$ cat src/rtl/doa_sequencer_pkg.sv
// Shared types and constants for the DOA frame sequencer.
// Holds the state encoding, stage codes reported on a watchdog timeout, and datapath widths.
package doa_pkg;

   localparam int DOA_W   = 8;
   localparam int FRAME_W = 16;

   typedef enum logic [2:0] {
      ST_IDLE,
      ST_CAPTURE,
      ST_FFT,
      ST_DETECT,
      ST_BEAM,
      ST_HOLD,
      ST_ERROR
   } state_t;

   localparam logic [2:0] STG_NONE    = 3'd0;
   localparam logic [2:0] STG_CAPTURE = 3'd1;
   localparam logic [2:0] STG_FFT     = 3'd2;
   localparam logic [2:0] STG_DETECT  = 3'd3;
   localparam logic [2:0] STG_BEAM    = 3'd4;

   function automatic logic is_stage(input state_t s);
      return (s == ST_CAPTURE) || (s == ST_FFT) || (s == ST_DETECT) || (s == ST_BEAM);
   endfunction

   function automatic logic [2:0] stage_code(input state_t s);
      case (s)
         ST_CAPTURE: return STG_CAPTURE;
         ST_FFT:     return STG_FFT;
         ST_DETECT:  return STG_DETECT;
         ST_BEAM:    return STG_BEAM;
         default:    return STG_NONE;
      endcase
   endfunction

endpackage

$ cat src/rtl/doa_sequencer_if.sv
// Control, stage handshake and result channel bundle for the DOA sequencer.
// The master side is the surrounding system; the slave side is the sequencer itself.
interface doa_sequencer_if;
   import doa_pkg::*;

   logic               start;
   logic               abort;
   logic               clr_err;
   logic               cap_start;
   logic               cap_done;
   logic               fft_start;
   logic               fft_done;
   logic               det_start;
   logic               det_done;
   logic               wb_go;
   logic               wb_done;
   logic [DOA_W-1:0]   wb_doa;
   logic               ram_sel;
   logic               res_valid;
   logic               res_ready;
   logic [DOA_W-1:0]   res_doa;
   logic [FRAME_W-1:0] res_frame;
   logic               busy;
   logic               err;
   logic [2:0]         err_stage;

   modport master (
      output start, abort, clr_err, cap_done, fft_done, det_done, wb_done, wb_doa, res_ready,
      input  cap_start, fft_start, det_start, wb_go, ram_sel, res_valid, res_doa, res_frame,
             busy, err, err_stage
   );

   modport slave (
      input  start, abort, clr_err, cap_done, fft_done, det_done, wb_done, wb_doa, res_ready,
      output cap_start, fft_start, det_start, wb_go, ram_sel, res_valid, res_doa, res_frame,
             busy, err, err_stage
   );

endinterface

$ cat src/rtl/doa_sequencer_stage_timer.sv
// Per-stage watchdog: down-counter loaded on stage entry, expires at terminal count zero.
// Loaded with TIMEOUT_CYCLES-1 so expiry lands on the last cycle a stage is allowed to run.
module stage_timer #(
   parameter int TIMEOUT_CYCLES = 1048576
) (
   input  logic clk,
   input  logic reset_n,
   input  logic load_i,
   input  logic clr_i,
   input  logic en_i,
   output logic expired_o
);

   localparam int CNT_W = ($clog2(TIMEOUT_CYCLES) < 1) ? 1 : $clog2(TIMEOUT_CYCLES);
   localparam logic [CNT_W-1:0] LOAD_VAL = CNT_W'(TIMEOUT_CYCLES - 1);

   logic [CNT_W-1:0] cnt_q, cnt_d;

   always_comb begin
      cnt_d = cnt_q;
      if (load_i) begin
         cnt_d = LOAD_VAL;
      end else if (clr_i) begin
         cnt_d = '0;
      end else if (en_i && (cnt_q != '0)) begin
         cnt_d = cnt_q - 1'b1;
      end
   end

   always_ff @(posedge clk or negedge reset_n) begin
      if (!reset_n) begin
         cnt_q <= '0;
      end else begin
         cnt_q <= cnt_d;
      end
   end

   assign expired_o = (cnt_q == '0);

endmodule

$ cat src/rtl/doa_sequencer.sv
// DOA frame sequencer: capture -> FFT -> detect -> beam scan -> result hold, with watchdog.
// state   | meaning
// IDLE    | waiting for start or a pending request
// CAPTURE | sample capture running
// FFT     | FFT running
// DETECT  | max-bin frequency detect running
// BEAM    | beam scan owns the FFT RAM read port
// HOLD    | result presented, waiting for res_ready
// ERROR   | stage watchdog expired, waiting for clr_err
module doa_sequencer
   import doa_pkg::*;
#(
   parameter int TIMEOUT_CYCLES = 1048576,
   parameter bit AUTO_RUN       = 1'b0
) (
   input logic       clk,
   input logic       reset_n,
   doa_sequencer_if.slave bus
);

   state_t             state_q, state_d;
   logic               pending_q, pending_d;
   logic               cap_start_q, cap_start_d;
   logic               fft_start_q, fft_start_d;
   logic               det_start_q, det_start_d;
   logic               wb_go_q, wb_go_d;
   logic               ram_sel_q, ram_sel_d;
   logic               busy_q, busy_d;
   logic               res_valid_q, res_valid_d;
   logic [DOA_W-1:0]   res_doa_q, res_doa_d;
   logic [FRAME_W-1:0] res_frame_q, res_frame_d;
   logic               err_q, err_d;
   logic [2:0]         err_stage_q, err_stage_d;
   logic               entering, handshake, tmr_expired;

   stage_timer #(.TIMEOUT_CYCLES(TIMEOUT_CYCLES)) u_timer (
      .clk       (clk),
      .reset_n   (reset_n),
      .load_i    (entering && is_stage(state_d)),
      .clr_i     (!is_stage(state_d)),
      .en_i      (is_stage(state_q)),
      .expired_o (tmr_expired)
   );

   // A stage's done pulse is tested before expiry, so done wins on the expiry cycle.
   always_comb begin
      state_d = state_q;
      case (state_q)
         ST_IDLE:    if (bus.start || pending_q) state_d = ST_CAPTURE;
         ST_CAPTURE: if (bus.cap_done) state_d = ST_FFT;    else if (tmr_expired) state_d = ST_ERROR;
         ST_FFT:     if (bus.fft_done) state_d = ST_DETECT; else if (tmr_expired) state_d = ST_ERROR;
         ST_DETECT:  if (bus.det_done) state_d = ST_BEAM;   else if (tmr_expired) state_d = ST_ERROR;
         ST_BEAM:    if (bus.wb_done)  state_d = ST_HOLD;   else if (tmr_expired) state_d = ST_ERROR;
         ST_HOLD: begin
            if (res_valid_q && bus.res_ready) state_d = (AUTO_RUN || pending_q) ? ST_CAPTURE : ST_IDLE;
         end
         ST_ERROR:   if (bus.clr_err) state_d = ST_IDLE;
         default:    state_d = ST_IDLE;
      endcase
      if (bus.abort) state_d = ST_IDLE;
   end

   assign entering  = (state_d != state_q);
   assign handshake = (state_q == ST_HOLD) && res_valid_q && bus.res_ready && !bus.abort;

   always_comb begin
      pending_d   = pending_q;
      err_d       = err_q;
      err_stage_d = err_stage_q;
      if (bus.abort || ((state_q == ST_ERROR) && (state_d == ST_IDLE))) begin
         pending_d = 1'b0;
      end else if (entering && (state_d == ST_CAPTURE)) begin
         pending_d = 1'b0;
      end else if (bus.start && (state_q != ST_IDLE)) begin
         pending_d = 1'b1;
      end
      if ((state_q != ST_ERROR) && (state_d == ST_ERROR)) begin
         err_d       = 1'b1;
         err_stage_d = stage_code(state_q);
      end else if (bus.clr_err && !bus.abort) begin
         err_d       = 1'b0;
         err_stage_d = STG_NONE;
      end
      cap_start_d = entering && (state_d == ST_CAPTURE);
      fft_start_d = entering && (state_d == ST_FFT);
      det_start_d = entering && (state_d == ST_DETECT);
      wb_go_d     = entering && (state_d == ST_BEAM);
      ram_sel_d   = (state_d == ST_BEAM);
      busy_d      = is_stage(state_d);
      res_valid_d = (state_d == ST_HOLD);
      res_doa_d   = ((state_q == ST_BEAM) && (state_d == ST_HOLD)) ? bus.wb_doa : res_doa_q;
      res_frame_d = handshake ? (res_frame_q + FRAME_W'(1)) : res_frame_q;
   end

   always_ff @(posedge clk or negedge reset_n) begin
      if (!reset_n) begin
         state_q     <= ST_IDLE;
         pending_q   <= 1'b0;
         cap_start_q <= 1'b0;
         fft_start_q <= 1'b0;
         det_start_q <= 1'b0;
         wb_go_q     <= 1'b0;
         ram_sel_q   <= 1'b0;
         busy_q      <= 1'b0;
         res_valid_q <= 1'b0;
         res_doa_q   <= '0;
         res_frame_q <= '0;
         err_q       <= 1'b0;
         err_stage_q <= STG_NONE;
      end else begin
         state_q     <= state_d;
         pending_q   <= pending_d;
         cap_start_q <= cap_start_d;
         fft_start_q <= fft_start_d;
         det_start_q <= det_start_d;
         wb_go_q     <= wb_go_d;
         ram_sel_q   <= ram_sel_d;
         busy_q      <= busy_d;
         res_valid_q <= res_valid_d;
         res_doa_q   <= res_doa_d;
         res_frame_q <= res_frame_d;
         err_q       <= err_d;
         err_stage_q <= err_stage_d;
      end
   end

   assign bus.cap_start = cap_start_q;
   assign bus.fft_start = fft_start_q;
   assign bus.det_start = det_start_q;
   assign bus.wb_go     = wb_go_q;
   assign bus.ram_sel   = ram_sel_q;
   assign bus.busy      = busy_q;
   assign bus.res_valid = res_valid_q;
   assign bus.res_doa   = res_doa_q;
   assign bus.res_frame = res_frame_q;
   assign bus.err       = err_q;
   assign bus.err_stage = err_stage_q;

endmodule

$ cat src/flat_wrapper.sv
// flat-port wrapper written by rule: the top's interface ports become plain ports
module doa_sequencer_flat import doa_pkg::*;
#(
   parameter int TIMEOUT_CYCLES = 1048576,
   parameter bit AUTO_RUN       = 1'b0
)
  (clk, reset_n, bus_start, bus_abort, bus_clr_err, bus_cap_done, bus_fft_done, bus_det_done, bus_wb_done, bus_wb_doa, bus_res_ready, bus_cap_start, bus_fft_start, bus_det_start, bus_wb_go, bus_ram_sel, bus_res_valid, bus_res_doa, bus_res_frame, bus_busy, bus_err, bus_err_stage);
  doa_sequencer_if bus_i ();
  input logic clk;
  input logic reset_n;
  input wire logic [$bits(bus_i.start)-1:0] bus_start;
  input wire logic [$bits(bus_i.abort)-1:0] bus_abort;
  input wire logic [$bits(bus_i.clr_err)-1:0] bus_clr_err;
  input wire logic [$bits(bus_i.cap_done)-1:0] bus_cap_done;
  input wire logic [$bits(bus_i.fft_done)-1:0] bus_fft_done;
  input wire logic [$bits(bus_i.det_done)-1:0] bus_det_done;
  input wire logic [$bits(bus_i.wb_done)-1:0] bus_wb_done;
  input wire logic [$bits(bus_i.wb_doa)-1:0] bus_wb_doa;
  input wire logic [$bits(bus_i.res_ready)-1:0] bus_res_ready;
  output wire logic [$bits(bus_i.cap_start)-1:0] bus_cap_start;
  output wire logic [$bits(bus_i.fft_start)-1:0] bus_fft_start;
  output wire logic [$bits(bus_i.det_start)-1:0] bus_det_start;
  output wire logic [$bits(bus_i.wb_go)-1:0] bus_wb_go;
  output wire logic [$bits(bus_i.ram_sel)-1:0] bus_ram_sel;
  output wire logic [$bits(bus_i.res_valid)-1:0] bus_res_valid;
  output wire logic [$bits(bus_i.res_doa)-1:0] bus_res_doa;
  output wire logic [$bits(bus_i.res_frame)-1:0] bus_res_frame;
  output wire logic [$bits(bus_i.busy)-1:0] bus_busy;
  output wire logic [$bits(bus_i.err)-1:0] bus_err;
  output wire logic [$bits(bus_i.err_stage)-1:0] bus_err_stage;
  assign bus_i.start = bus_start;
  assign bus_i.abort = bus_abort;
  assign bus_i.clr_err = bus_clr_err;
  assign bus_i.cap_done = bus_cap_done;
  assign bus_i.fft_done = bus_fft_done;
  assign bus_i.det_done = bus_det_done;
  assign bus_i.wb_done = bus_wb_done;
  assign bus_i.wb_doa = bus_wb_doa;
  assign bus_i.res_ready = bus_res_ready;
  assign bus_cap_start = bus_i.cap_start;
  assign bus_fft_start = bus_i.fft_start;
  assign bus_det_start = bus_i.det_start;
  assign bus_wb_go = bus_i.wb_go;
  assign bus_ram_sel = bus_i.ram_sel;
  assign bus_res_valid = bus_i.res_valid;
  assign bus_res_doa = bus_i.res_doa;
  assign bus_res_frame = bus_i.res_frame;
  assign bus_busy = bus_i.busy;
  assign bus_err = bus_i.err;
  assign bus_err_stage = bus_i.err_stage;
  doa_sequencer #(.TIMEOUT_CYCLES(TIMEOUT_CYCLES), .AUTO_RUN(AUTO_RUN)) u_core (.clk(clk), .reset_n(reset_n), .bus(bus_i));
endmodule
$ cat config.mk
export PLATFORM = sky130hd
export DESIGN_NAME = doa_sequencer_flat
export DESIGN_NICKNAME = d
export VERILOG_FILES = /design/src/rtl/doa_sequencer_pkg.sv /design/src/rtl/doa_sequencer_if.sv /design/src/rtl/doa_sequencer_stage_timer.sv /design/src/rtl/doa_sequencer.sv /design/src/flat_wrapper.sv
export SDC_FILE = /design/constraint.sdc
export NUM_CORES = 1
export LEC_CHECK = 0
export ABC_AREA = 1
export BUFFER_PORTS_ARGS = -buffer_cell sky130_fd_sc_hd__buf_4
export CORE_ASPECT_RATIO = 0.7
export CORE_MARGIN = 2
export CORE_UTILIZATION = 45
export CTS_CLUSTER_DIAMETER = 200
export DETAILED_ROUTE_END_ITERATION = 6
export HOLD_SLACK_MARGIN = 0.02
export PLACE_DENSITY = 0.66
export SLEW_MARGIN = 25
export SYNTH_ARGS = -nofsm -noshare
export SYNTH_HDL_FRONTEND = slang
export SYNTH_SLANG_ARGS = --single-unit
export TNS_END_PERCENT = 1
$ cat constraint.sdc
create_clock -name clk -period 2.5 [get_ports clk]
set_clock_uncertainty 0.15 [all_clocks]
set_input_delay 0.125 -clock clk [delete_from_list [all_inputs] [get_ports clk]]
set_output_delay 0.125 -clock clk [all_outputs]
set_load 0.05 [all_outputs]
==> metrics, run 1 <==
largest net degree at the start of global routing=60; Setup Crit Path Kind=register to register; port bufs=52; Layout Nets=~450; CTS Buffer Depth=2; P_int=between 1.5 and 2 mW; critical path arrival=2.34 ns; Clock power frac=between 20% and 30%; area leader, netlist=dfrtp_1; Synth warnings=0; share of layout cells above drive strength 1=25.52%; Cells after Synth=360; Yosys top cell area share=about 49%; die height=72.65 um; GRT Total Usage=roughly a fifth; TritonCTS Buffers=9; first-pass GRT wire length=between 10000 and 15000 um; Worst setup startpoint=u_core.u_timer.cnt_q[0]; fin worst setup slack=0.2297 ns; fin crit share=between 90% and 100%; crit end category=register; # IOs=53; clock sink count=59; Final GP Congestion=~0.91; Hold Path Sink=u_core.bus.det_start; min Tclk post-route=2.270 ns; Area growth, synth to finish=25.65%; status=finished clean; H-tree Lvls=3; clock insertion delay at the later pin of the skew report=0.33 ns; worst slack, placed=between 0.2 and 0.25 ns; number of DRC markers in iteration 0=144; post-synthesis sequential area ratio=48.74%; cells on worst reg2reg path=16; combinational power share=37.5%; Mean Syn Cell Area=8.414 um2; Leak Pwr=between 2 and 2.5 nW; initial antenna violation count=0; vias per inst=4.740; std cell rows=24; gr ovfl total=0; hold depth=5; Initial Util=47.58%; r2r setup slk=about 0.23 ns; WL/cell=between 10 and 15 um; power per standard cell area=839.5 mW/mm2; DRT antenna net count=0; via count=2493; MaxCap Viol Count=0; max frequency=between 400 and 500 MHz; Cell variety after synth=32; full die area=between 0.007 and 0.008 mm2; Mapped Nets=380; peak supply drop=318.9 uV; hold_sp=bus_cap_done; final hold viol count=0; Worst Path Max Fanout=20; #FFs+latches synth=around 60; vias in the first global route=about 2300; CTS root buf=clkbuf_8; Final Max Tran Viols=0; dominant cells by area after synthesis=dfrtp_1, nand2_1, xor2_1, nand3_1, nor2_1; post-DP HPWL=approximately 4700 um; Net Sw Frac=38.92%; CTS tree=done; Die W=102.1 um; # setup viols final=0; Worst Setup Start Kind=register; Core ar.=approximately 0.0064 mm2; Max-slew headroom=about half; # DRC=0; reg-to-reg endpoint=u_core.u_timer.cnt_q[11]; Worst Tran Pin Value=0.7334 ns; First-pass DRT Iterations=4; diode count=0; Post-Syn Area=0.003029 mm2; Reg-to-Reg Start=u_core.u_timer.cnt_q[0]; # fillers=589; net switching power=roughly 1.2 mW; Clock transition at path regs=0.06 ns; Seq pwr share=39.6%; final wirelength=~6600 um; Hold Path Class=input port to register; setup TNS=0 ns; Worst Path Required=2.57 ns
-- cell usage in the layout (no fill, tap or decap) --
| cell type | count |
|---|---|
| clkinv_2 | 3 |
| nor4_1 | 1 |
| nor2_1 | 36 |
| o21ai_0 | 7 |
| a21oi_1 | 2 |
| xnor2_1 | 14 |
| or2_1 | 1 |
| a211oi_2 | 1 |
| buf_12 | 2 |
| nor4b_2 | 1 |
| nor3_1 | 5 |
| o31ai_1 | 1 |
| o211ai_1 | 2 |
| o21bai_1 | 1 |
| nand3_1 | 27 |
| nor2_4 | 3 |
| ha_1 | 1 |
| buf_4 | 54 |
| dfrtp_1 | 59 |
| nand2_4 | 2 |
| clkbuf_8 | 10 |
| o21a_1 | 1 |
| ha_2 | 1 |
| inv_1 | 29 |
| or2_2 | 1 |
| xor2_1 | 16 |
| nand4_1 | 5 |
| nand2_1 | 102 |
| nand2_2 | 20 |
| nand3_2 | 3 |
| clkinv_1 | 2 |
| nor2_2 | 4 |
| clkbuf_1 | 2 |
| dlygate4sd3_1 | 10 |
| inv_2 | 5 |
| nor3_2 | 1 |
-- how the worst max path moves through the flow --
| stage | end |
|---|---|
| after floorplan | u_core.bus.res_frame[14] |
| after global placement | u_core.u_timer.cnt_q[13] |
| after detailed placement | u_core.u_timer.cnt_q[11] |
| after CTS | u_core.u_timer.cnt_q[11] |
| after global routing | u_core.u_timer.cnt_q[15] |
| final | u_core.u_timer.cnt_q[11] |
-- cell families (layout without fill, tap and decap cells) --
kind of cell | count (synthesis) | after routing | share of synthesized area, %
simple gates | 212 | 212 | 32.67
flops | 59 | 59 | 48.74
buf+inv | 42 | 117 | 5.948
xor+xnor | 30 | 30 | 8.674
compound gates | 15 | 15 | 3.139
fa+ha+maj | 2 | 2 | 0.8260
-- critical path: stages, from the launching register on --
cell,delay (ns)
dfrtp_1,0.36
inv_1,0.11
ha_2,0.23
nand2_2,0.10
nor2_4,0.14
nand3_2,0.12
nand2_1,0.08
nand2_1,0.06
nand2_2,0.09
nand2_2,0.09
nand2_1,0.07
nand2_1,0.06
nor2_2,0.09
nand2_2,0.09
nand2_2,0.09
buf_12,0.16
nand2_1,0.07
-- flip-flops by register name, indices dropped and copies added, names as in the netlist --
signal                flops
u_core.bus.busy           1
u_core.bus.cap_start      1
u_core.bus.det_start      1
u_core.bus.err            1
u_core.bus.err_stage      3
u_core.bus.fft_start      1
u_core.bus.ram_sel        1
u_core.bus.res_doa        8
u_core.bus.res_frame     16
u_core.bus.res_valid      1
u_core.bus.wb_go          1
u_core.pending_q          1
u_core.state_q            3
u_core.u_timer.cnt_q     20
-- synth_stat cells --
| cell type | count |
|---|---|
| nor2_2 | 4 |
| nand2_4 | 2 |
| or2_2 | 1 |
| inv_1 | 29 |
| nand3_1 | 27 |
| nor4_1 | 1 |
| nor3_2 | 1 |
| o31ai_1 | 1 |
| clkbuf_1 | 1 |
| xnor2_1 | 14 |
| buf_4 | 4 |
| ha_1 | 2 |
| inv_2 | 5 |
| o21bai_1 | 1 |
| or2_1 | 1 |
| nor3_1 | 5 |
| nand4_1 | 5 |
| nor4b_2 | 1 |
| o21a_1 | 1 |
| dfrtp_1 | 59 |
| nand3_2 | 3 |
| nand2_1 | 102 |
| nor2_4 | 3 |
| a21oi_1 | 2 |
| a211oi_2 | 1 |
| o211ai_1 | 2 |
| clkinv_1 | 2 |
| xor2_1 | 16 |
| o21ai_0 | 7 |
| nand2_2 | 20 |
| buf_6 | 1 |
| nor2_1 | 36 |
-- per-layer routing --
metal	GRT usage, %	vias up	share of wire [%]
met5	0	-	0
met4	6.667	0	0.80
met3	5.460	5	5.1
met2	25.66	65	42
met1	29.51	1152	52
li1	-	1271	-
-- layout make-up --
class	instances	area [um2]	share of cell area [%]
clock buffers	12	145.1	3.813
clock inverters	3	15.01	0.3945
inverters	36	135.1	3.550
multi-input cells	259	1375	36.13
flip-flops and latches	59	1476	38.79
well taps	91	113.9	2.991
repair buffers	66	545.5	14.33
-- timing repair --
item                                    in CTS  in global routing
gates resized for setup                      0                  1
hold buffers                                10                  0
endpoints found under the setup margin       0                 21
endpoints found under the hold margin       68                  0
buffers inserted                             0                  0
-- through the flow --
stage / util (%) / power [mW] / hold slack, ns / instances / area (um2)
final: 59.79 / 3.195 / 0.09874 / 526 / 3806
after global routing: 59.79 / 3.436 / 0.1167 / 526 / 3806
after CTS: 59.75 / 3.212 / 0.08230 / 526 / 3804
after detailed placement: 55.66 / 2.451 / 0.09738 / 501 / 3543
after global placement: 55.66 / 2.445 / 0.09237 / 501 / 3543
after floorplan: - / 2.178 / -0.3206 / 360 / 3029
-- power groups by stage --
stage / clock network (mW) / logic, mW / registers, mW
after floorplan: 0 / 0.869 / 1.31
after global placement: 0 / 1.17 / 1.28
after detailed placement: 0 / 1.17 / 1.28
after CTS: 0.754 / 1.19 / 1.26
after global routing: 0.800 / 1.35 / 1.28
final: 0.733 / 1.20 / 1.27
Note: power is estimated with default switching activity, not from simulation.
==> inputs of run 2 (changes only) <==
--- a/config.mk
+++ b/config.mk
@@ -13,9 +13,10 @@
 export CTS_CLUSTER_DIAMETER = 200
 export DETAILED_ROUTE_END_ITERATION = 6
 export HOLD_SLACK_MARGIN = 0.02
-export PLACE_DENSITY = 0.66
+export PLACE_DENSITY = 0.65
 export SLEW_MARGIN = 25
 export SYNTH_ARGS = -nofsm -noshare
 export SYNTH_HDL_FRONTEND = slang
+export SYNTH_HIERARCHICAL = 1
 export SYNTH_SLANG_ARGS = --single-unit
 export TNS_END_PERCENT = 1
==> run 2 against run 1 <==
Compared with the run above:
- the flow now finishes with violations (negative setup slack)
- maximum frequency down 16%
- die area up 15%
- combinational power up 100%
- clock power up 23%
- final cell count up 35%
- area after synthesis up 16%
- total power up 41%
- first-iteration DRC count up 9.7%
- sequential power down 6%
- non-clock buffer count up 63
- worst hold slack worse by 0.021 ns
- critical path type unchanged
- highest routed layer unchanged
==> metrics, run 2 <==
status=finished with violations; violated checks=negative setup slack; Final Max Tran Viols=0 (unchanged); CP Buf/Inv Count=5 (+3); TritonCTS Buffers=9 (unchanged); GRT Total Usage=24.32% (+5.1 points); net switching power=1.908 mW (+53%); hold_sp=bus_clr_err; final wirelength=9658 um (+47%); Yosys top cell area share=42.04% (-6.7 points); share of layout cells above drive strength 1=37.21% (+12 points); P_int=2.600 mW (+33%); non-filler cells, final=708 (+35%); crit-path leading delay family=simple AND/OR/NAND/NOR gates; Placed Area=0.004441 mm2 (+25%); dominant cells by area after synthesis=dfrtp_1, nand2_1, nand3_1, inv_1, nor2_1; vias in the first global route=3361 (+48%); vias per inst=4.897 (+3.3%); first-pass GRT wire length=15940 um (+47%); Main synth FF type=dfrtp_1; CTS Buffer Depth=2 (unchanged); largest net degree at the start of global routing=60 (unchanged); clock sink count=59 (unchanged); Worst Tran Pin Value=0.7446 ns (+0.01118 ns); Worst Path Max Fanout=6 (-70%); H-tree Lvls=3 (unchanged); port bufs=52 (unchanged); Worst setup startpoint=u_core/u_timer/cnt_q[2]; Mapped Nets=496 (+31%); unrepaired setup endpoints after global routing=true; die height=77.92 um (+7.3%); fin crit share=108.3% (+17 points); post-DP HPWL=6737 um (+45%); Final Cell Area=0.005051 mm2 (+33%); Synth warnings=6 (+6); Layout Nets=626 (+39%); clock insertion delay at the later pin of the skew report=0.35 ns (+0.02 ns); CTS root buf=clkbuf_8; Post-synth EDFFs=0 (unchanged); # IOs=53 (unchanged); max reg flops=20 (unchanged); gr ovfl total=0 (unchanged); Initial Util=47.35% (-0.23 points); Final GP Congestion=0.9603 (+6.0%); Seq pwr share=26.7% (-13 points); # fillers=621 (+5.4%); MaxCap Viol Count=0 (unchanged); Area growth, synth to finish=43.82%; ys async rst share=100.0% (unchanged); Max-slew headroom=50.36% (-0.75 points); Cells after Synth=475 (+32%); Hold Path Class=input port to register; diode count=0 (unchanged); # DRC=0 (unchanged); CTS tree=done; Worst path max stage delay=0.42 ns (+0.06 ns); Core ar.=0.007417 mm2 (+17%); power per standard cell area=892.4 mW/mm2 (+6.3%); Die W=109.6 um (+7.4%); Biggest register=u_core/u_timer/cnt_q; Clock transition at path regs=0.07 ns (about the same); placed insts=669 (+34%); Worst Path Required=2.60 ns (+0.03 ns); initial antenna violation count=0 (unchanged); Leak Pwr=2.820 nW (+35%); Clock power frac=19.9% (-3.0 points); Net Sw Frac=42.33% (+3.4 points); # setup viols final=32 (+32); peak supply drop=555.0 uV (+74%); critical path arrival=2.80 ns (+0.46 ns); worst-path cell chain=nor2_4, nand2_2, nor4_2, and2_4, inv_4, nand2_2, nand2_1, nand2_1, nand2_1, nor2_2, nand2_2, nand2_4, inv_4, o21ai_4, nand2_4, nand2_2, inv_2, inv_4, buf_6, nand2_2, nand2_1, nand2_1; CP max stage cell=dfrtp_1; full die area=0.008539 mm2 (+15%); std cell rows=26 (+8.3%); WL/cell=13.64 um (+9.0%); Reg-to-Reg Start=u_core/u_timer/cnt_q[2]; fin worst setup slack=-0.2075 ns (-0.4371 ns); number of DRC markers in iteration 0=158 (+9.7%); via count=3467 (+39%); Commonest cells post-synth=nand2_1, nand3_1, dfrtp_1; area leader, netlist=dfrtp_1; Cell variety after synth=35 (+9.4%); Setup Crit Path Kind=register to register; Post-Syn Area=0.003512 mm2 (+16%); First-pass DRT Iterations=5 (+1); top-count cell post-synth=nand2_1; max frequency=369.4 MHz (-16%); min Tclk post-route=2.707 ns (+0.4371 ns); #FFs+latches synth=59 (unchanged); post-synthesis sequential area ratio=42.04% (-6.7 points); most frequent cells in the layout=nand2_1, buf_4, nand3_1, dfrtp_1, inv_1; Worst Setup Start Kind=register; Mean Syn Cell Area=7.394 um2 (-12%); combinational power share=53.3% (+16 points); commonest non-fill, non-tap cell in the layout=nand2_1; crit end category=register; DRT antenna net count=0 (unchanged); final hold viol count=0 (unchanged)
-- run 2: repair_timing --
item	in CTS	in global routing
endpoints found under the setup margin	32	40
resized for setup	28	31
cloned	0	2
hold buffers	10	0
buffers inserted	3	8
endpoints found under the hold margin	70	0
pin swaps	6	19
-- run 2: cell type report --
class | count | area (um2) | share of cell area [%]
timing repair buffer | 129 | 1059 | 20.96
sequential | 59 | 1476 | 29.23
inverter | 61 | 251.5 | 4.979
tap | 98 | 122.6 | 2.428
clock inverter | 6 | 65.06 | 1.288
multi-input combinational | 345 | 1939 | 38.39
clock buffer | 10 | 137.6 | 2.725
-- run 2: power groups by stage --
stage | Sequential [mW] | Clock (mW) | Combinational (mW)
after CTS | 1.21 | 0.929 | 2.15
after global placement | 1.21 | 0 | 1.99
after global routing | 1.22 | 0.977 | 2.63
after floorplan | 1.29 | 0 | 1.18
after detailed placement | 1.22 | 0 | 2.03
final | 1.20 | 0.899 | 2.40
-- run 2: stage by stage --
step / worst slack [ns] / hold WS (ns) / total power [mW] / TNS [ns] / util, %
final: -0.2075 / 0.07758 / 4.508 / -3.974 / 68.10
after global routing: -0.3786 / 0.09876 / 4.831 / -10.00 / 68.10
after CTS: -0.2500 / 0.05792 / 4.286 / -5.128 / 65.44
after detailed placement: -0.2979 / 0.1008 / 3.251 / -6.546 / 59.87
after global placement: -0.2730 / 0.08811 / 3.203 / -5.620 / 59.87
after floorplan: -0.08017 / -0.3206 / 2.479 / -1.412 / -
-- run 2: worst reg2reg max path: stages, from the launching register on --
cell     delay (ns)
dfrtp_1        0.42
nor2_4         0.16
nand2_2        0.07
nor4_2         0.26
and2_4         0.21
inv_4          0.05
nand2_2        0.05
nand2_1        0.04
nand2_1        0.05
nand2_1        0.06
nor2_2         0.11
nand2_2        0.07
nand2_4        0.11
inv_4          0.05
o21ai_4        0.14
nand2_4        0.09
nand2_2        0.08
inv_2          0.04
inv_4          0.08
buf_6          0.14
nand2_2        0.06
nand2_1        0.06
nand2_1        0.06
-- run 2: logic make-up after synthesis --
| family | after synthesis | synth area share [%] |
|---|---|---|
| simple gates | 307 | 40.51 |
| flops | 59 | 42.04 |
| compound gates | 11 | 1.853 |
| mux | 1 | 0.3206 |
| buf+inv | 72 | 8.728 |
| fa+ha+maj | 3 | 1.069 |
| xor+xnor | 22 | 5.486 |
-- run 2: final timing paths --
kind                                            end  slack [ns]  cells past startpoint
max reg2reg                u_core/u_timer/cnt_q[13]       -0.21                     22
max                        u_core/u_timer/cnt_q[13]       -0.21                     22
min                                  u_core/bus.err        0.08                      6
max in group asynchronous  u_core/u_timer/cnt_q[10]        1.48                      2
min in group asynchronous      u_core/bus.fft_start        0.23                      2
min reg2reg                   u_core/bus.res_doa[7]        0.32                      2
-- run 2: routing by layer --
metal,wire [um],track usage [%],part of all wire (%),vias to the layer above
li1,-,-,-,1752
met1,4735,35.16,49,1599
met2,4222,34.81,44,107
met3,623,7.899,6.5,9
met4,76,6.456,0.79,0
met5,0,0,0,-
==> inputs of run 3 (changes only) <==
--- a/config.mk
+++ b/config.mk
@@ -6,7 +6,7 @@
 export NUM_CORES = 1
 export LEC_CHECK = 0
 export ABC_AREA = 1
-export BUFFER_PORTS_ARGS = -buffer_cell sky130_fd_sc_hd__buf_4
+export BUFFER_PORTS_ARGS = -buffer_cell sky130_fd_sc_hd__buf_2
 export CORE_ASPECT_RATIO = 0.7
 export CORE_MARGIN = 2
 export CORE_UTILIZATION = 45
@@ -14,9 +14,7 @@
 export DETAILED_ROUTE_END_ITERATION = 6
 export HOLD_SLACK_MARGIN = 0.02
 export PLACE_DENSITY = 0.65
-export SLEW_MARGIN = 25
 export SYNTH_ARGS = -nofsm -noshare
 export SYNTH_HDL_FRONTEND = slang
 export SYNTH_HIERARCHICAL = 1
 export SYNTH_SLANG_ARGS = --single-unit
-export TNS_END_PERCENT = 1
==> run 3 against run 2 <==
Compared with the run above:
- the run still ends with negative setup slack left
- core utilization up 1.6 points
- worst hold slack lost 0.016 ns
- via count grew 3.2%
- worst setup slack got worse by 0.0075 ns
- largest cell class unchanged
- largest power group unchanged
==> metrics, run 3 (same netlist as run 2, synthesis figures left out) <==
unrepaired setup endpoints after global routing=true; Worst setup startpoint=u_core/u_timer/cnt_q[16]; clock sink count=59 (unchanged); Final Cell Area=0.005167 mm2 (+2.3%); max frequency=368.3 MHz (-0.28%); Final GP Congestion=0.8931 (-7.0%); violated checks=negative setup slack; Die W=109.6 um (unchanged); power per standard cell area=910.7 mW/mm2 (+2.0%); CP max stage cell=dfrtp_1; vias in the first global route=3535 (+5.2%); crit-path leading delay family=simple AND/OR/NAND/NOR gates; commonest non-fill, non-tap cell in the layout=nand2_1; max reg flops=20 (unchanged); GRT Total Usage=25.80% (+1.5 points); DRT antenna net count=0 (unchanged); full die area=0.008539 mm2 (unchanged); via count=3579 (+3.2%); # IOs=53 (unchanged); worst slack, placed=-0.3075 ns (-0.009523 ns); # fillers=573 (-7.7%); Clock transition at path regs=0.07 ns (about the same); post-DP HPWL=6812 um (+1.1%); Critical path destination=u_core/u_timer/cnt_q[0]; diode count=0 (unchanged); Worst Tran Pin Value=0.4127 ns (-0.3319 ns); fin crit share=108.6% (+0.30 points); Worst Setup Start Kind=register; WL/cell=14.69 um (+7.7%); CP Buf/Inv Count=5 (unchanged); Biggest register=u_core/u_timer/cnt_q; # DRC=0 (unchanged); Hold Path Class=input port to register; first-pass GRT wire length=16750 um (+5.1%); Reg-to-Reg Start=u_core/u_timer/cnt_q[16]; Max-slew headroom=72.49% (+22 points); r2r setup slk=-0.21 ns (about the same); min Tclk post-route=2.715 ns (+0.007532 ns); Leak Pwr=2.942 nW (+4.3%); clock insertion delay at the later pin of the skew report=0.36 ns (about the same); area occupied by multi-input gates=0.002042 mm2 (+5.3%); number of DRC markers in iteration 0=186 (+18%); crit end category=register; worst-path cell chain=nor2_4, nand2_2, nor4_2, and2_4, inv_4, nand2_2, nand2_1, nand2_1, nand2_1, nor2_2, nand2_2, buf_4, nand3_1, nand2_1, nand3_2, nand2_2, inv_2, clkinv_4, buf_12, nand4_1, nand3_2; Core ar.=0.007417 mm2 (unchanged); # setup viols final=30 (-6.3%); largest net degree at the start of global routing=54 (-10%); Worst Path Required=2.58 ns (-0.02 ns); std cell rows=26 (unchanged); Reg area=0.001476 mm2 (unchanged); TritonCTS Buffers=9 (unchanged); CTS root buf=clkbuf_8; most frequent cells in the layout=nand2_1, dfrtp_1, buf_4, buf_2, nand3_1; final hold viol count=0 (unchanged); MaxCap Viol Count=0 (unchanged); Worst Path Max Fanout=7 (+1); gr ovfl total=0 (unchanged); status=finished with violations; die height=77.92 um (unchanged); hold depth=5 (-1); port bufs=52 (unchanged); H-tree Lvls=3 (unchanged); hold_sp=bus_abort; CTS tree=done; Final Max Tran Viols=0 (unchanged); fin worst setup slack=-0.2150 ns (-0.007532 ns); critical path arrival=2.80 ns (about the same); initial antenna violation count=0 (unchanged); CTS Buffer Depth=2 (unchanged); Setup Crit Path Kind=register to register; Placed Area=0.004338 mm2 (-2.3%); First-pass DRT Iterations=5 (unchanged); cells on worst reg2reg path=21 (-4.5%); Final Util=69.67% (+1.6 points); reg-to-reg endpoint=u_core/u_timer/cnt_q[0]; share of layout cells above drive strength 1=41.59% (+4.4 points); Area growth, synth to finish=47.13%; Worst path max stage delay=0.41 ns (about the same); Initial Util=47.35% (unchanged); final wirelength=10520 um (+8.9%); peak supply drop=502.9 uV (-9.4%); vias per inst=4.999 (+2.1%); Layout Nets=635 (+1.4%); Worst path depth=21 (-4.5%)
==> run 3: cell count changes in the layout (fill, tap and decap cells not counted), sizes merged <==
cell,change
buf,+10
clkinv,-2
clkinvlp,+1
nor2,-1
==> run 3: metal layers <==
metal	routed length [um]	GRT usage, %	up-vias
met4	99	7.848	0
met5	0	0	-
met1	4985	35.40	1698
met2	4826	38.89	103
li1	-	-	1768
met3	606	7.983	10
==> run 3: worst min-delay path by stage <==
| stage | endpoint | slack [ns] |
|---|---|---|
| floorplan | u_core/bus.busy | -0.32 |
| global placement | u_core/bus.cap_start | -0.18 |
| detailed placement | u_core/bus.cap_start | -0.18 |
| CTS | u_core/bus.err_stage[1] | 0.04 |
| global route | u_core/bus.err_stage[0] | 0.05 |
| finish | u_core/bus.err_stage[0] | 0.06 |
==> run 3: timing repair <==
| item | 4_1_cts | 5_1_grt |
|---|---|---|
| buffers inserted | 11 | 11 |
| endpoints found under the setup margin | 32 | 40 |
| resized for setup | 52 | 49 |
| hold buffers | 10 | 0 |
| gates cloned | 1 | 1 |
| hold endpoints to repair | 67 | 0 |
| pin swaps | 13 | 17 |
==> run 3: worst register-to-register path: cells and delay by family, from the launching register on <==
family / cells / cell delay [ns]
buffers and inverters: 5 / 0.51
and+or+nand+nor: 16 / 1.55
DFF: 1 / 0.41
==> run 3: cell type report <==
class,count,area share [%]
clock inverters,5,1.065
inverters,61,4.818
multi-input cells,344,39.52
flip-flops and latches,59,28.57
clock buffers,10,2.470
repair buffers,139,21.19
well taps,98,2.373
==> run 3: power by group <==
part,switching [mW],internal [mW],leakage (nW),total (mW)
registers,0.118,1.10,0.803,1.22
logic,1.52,1.12,2.05,2.63
clock network,0.399,0.451,0.0881,0.850
total,2.04,2.67,2.94,4.71
==> run 3: stage by stage <==
step / std cells / total power, mW / hold slack [ns] / TNS [ns]
final: 716 / 4.706 / 0.06202 / -4.493
after global routing: 716 / 5.012 / 0.04761 / -9.645
after CTS: 708 / 4.425 / 0.03779 / -4.610
after detailed placement: 671 / 3.274 / -0.1761 / -6.293
after global placement: 671 / 3.218 / -0.1814 / -4.588
after floorplan: 475 / 2.484 / -0.3206 / -1.291
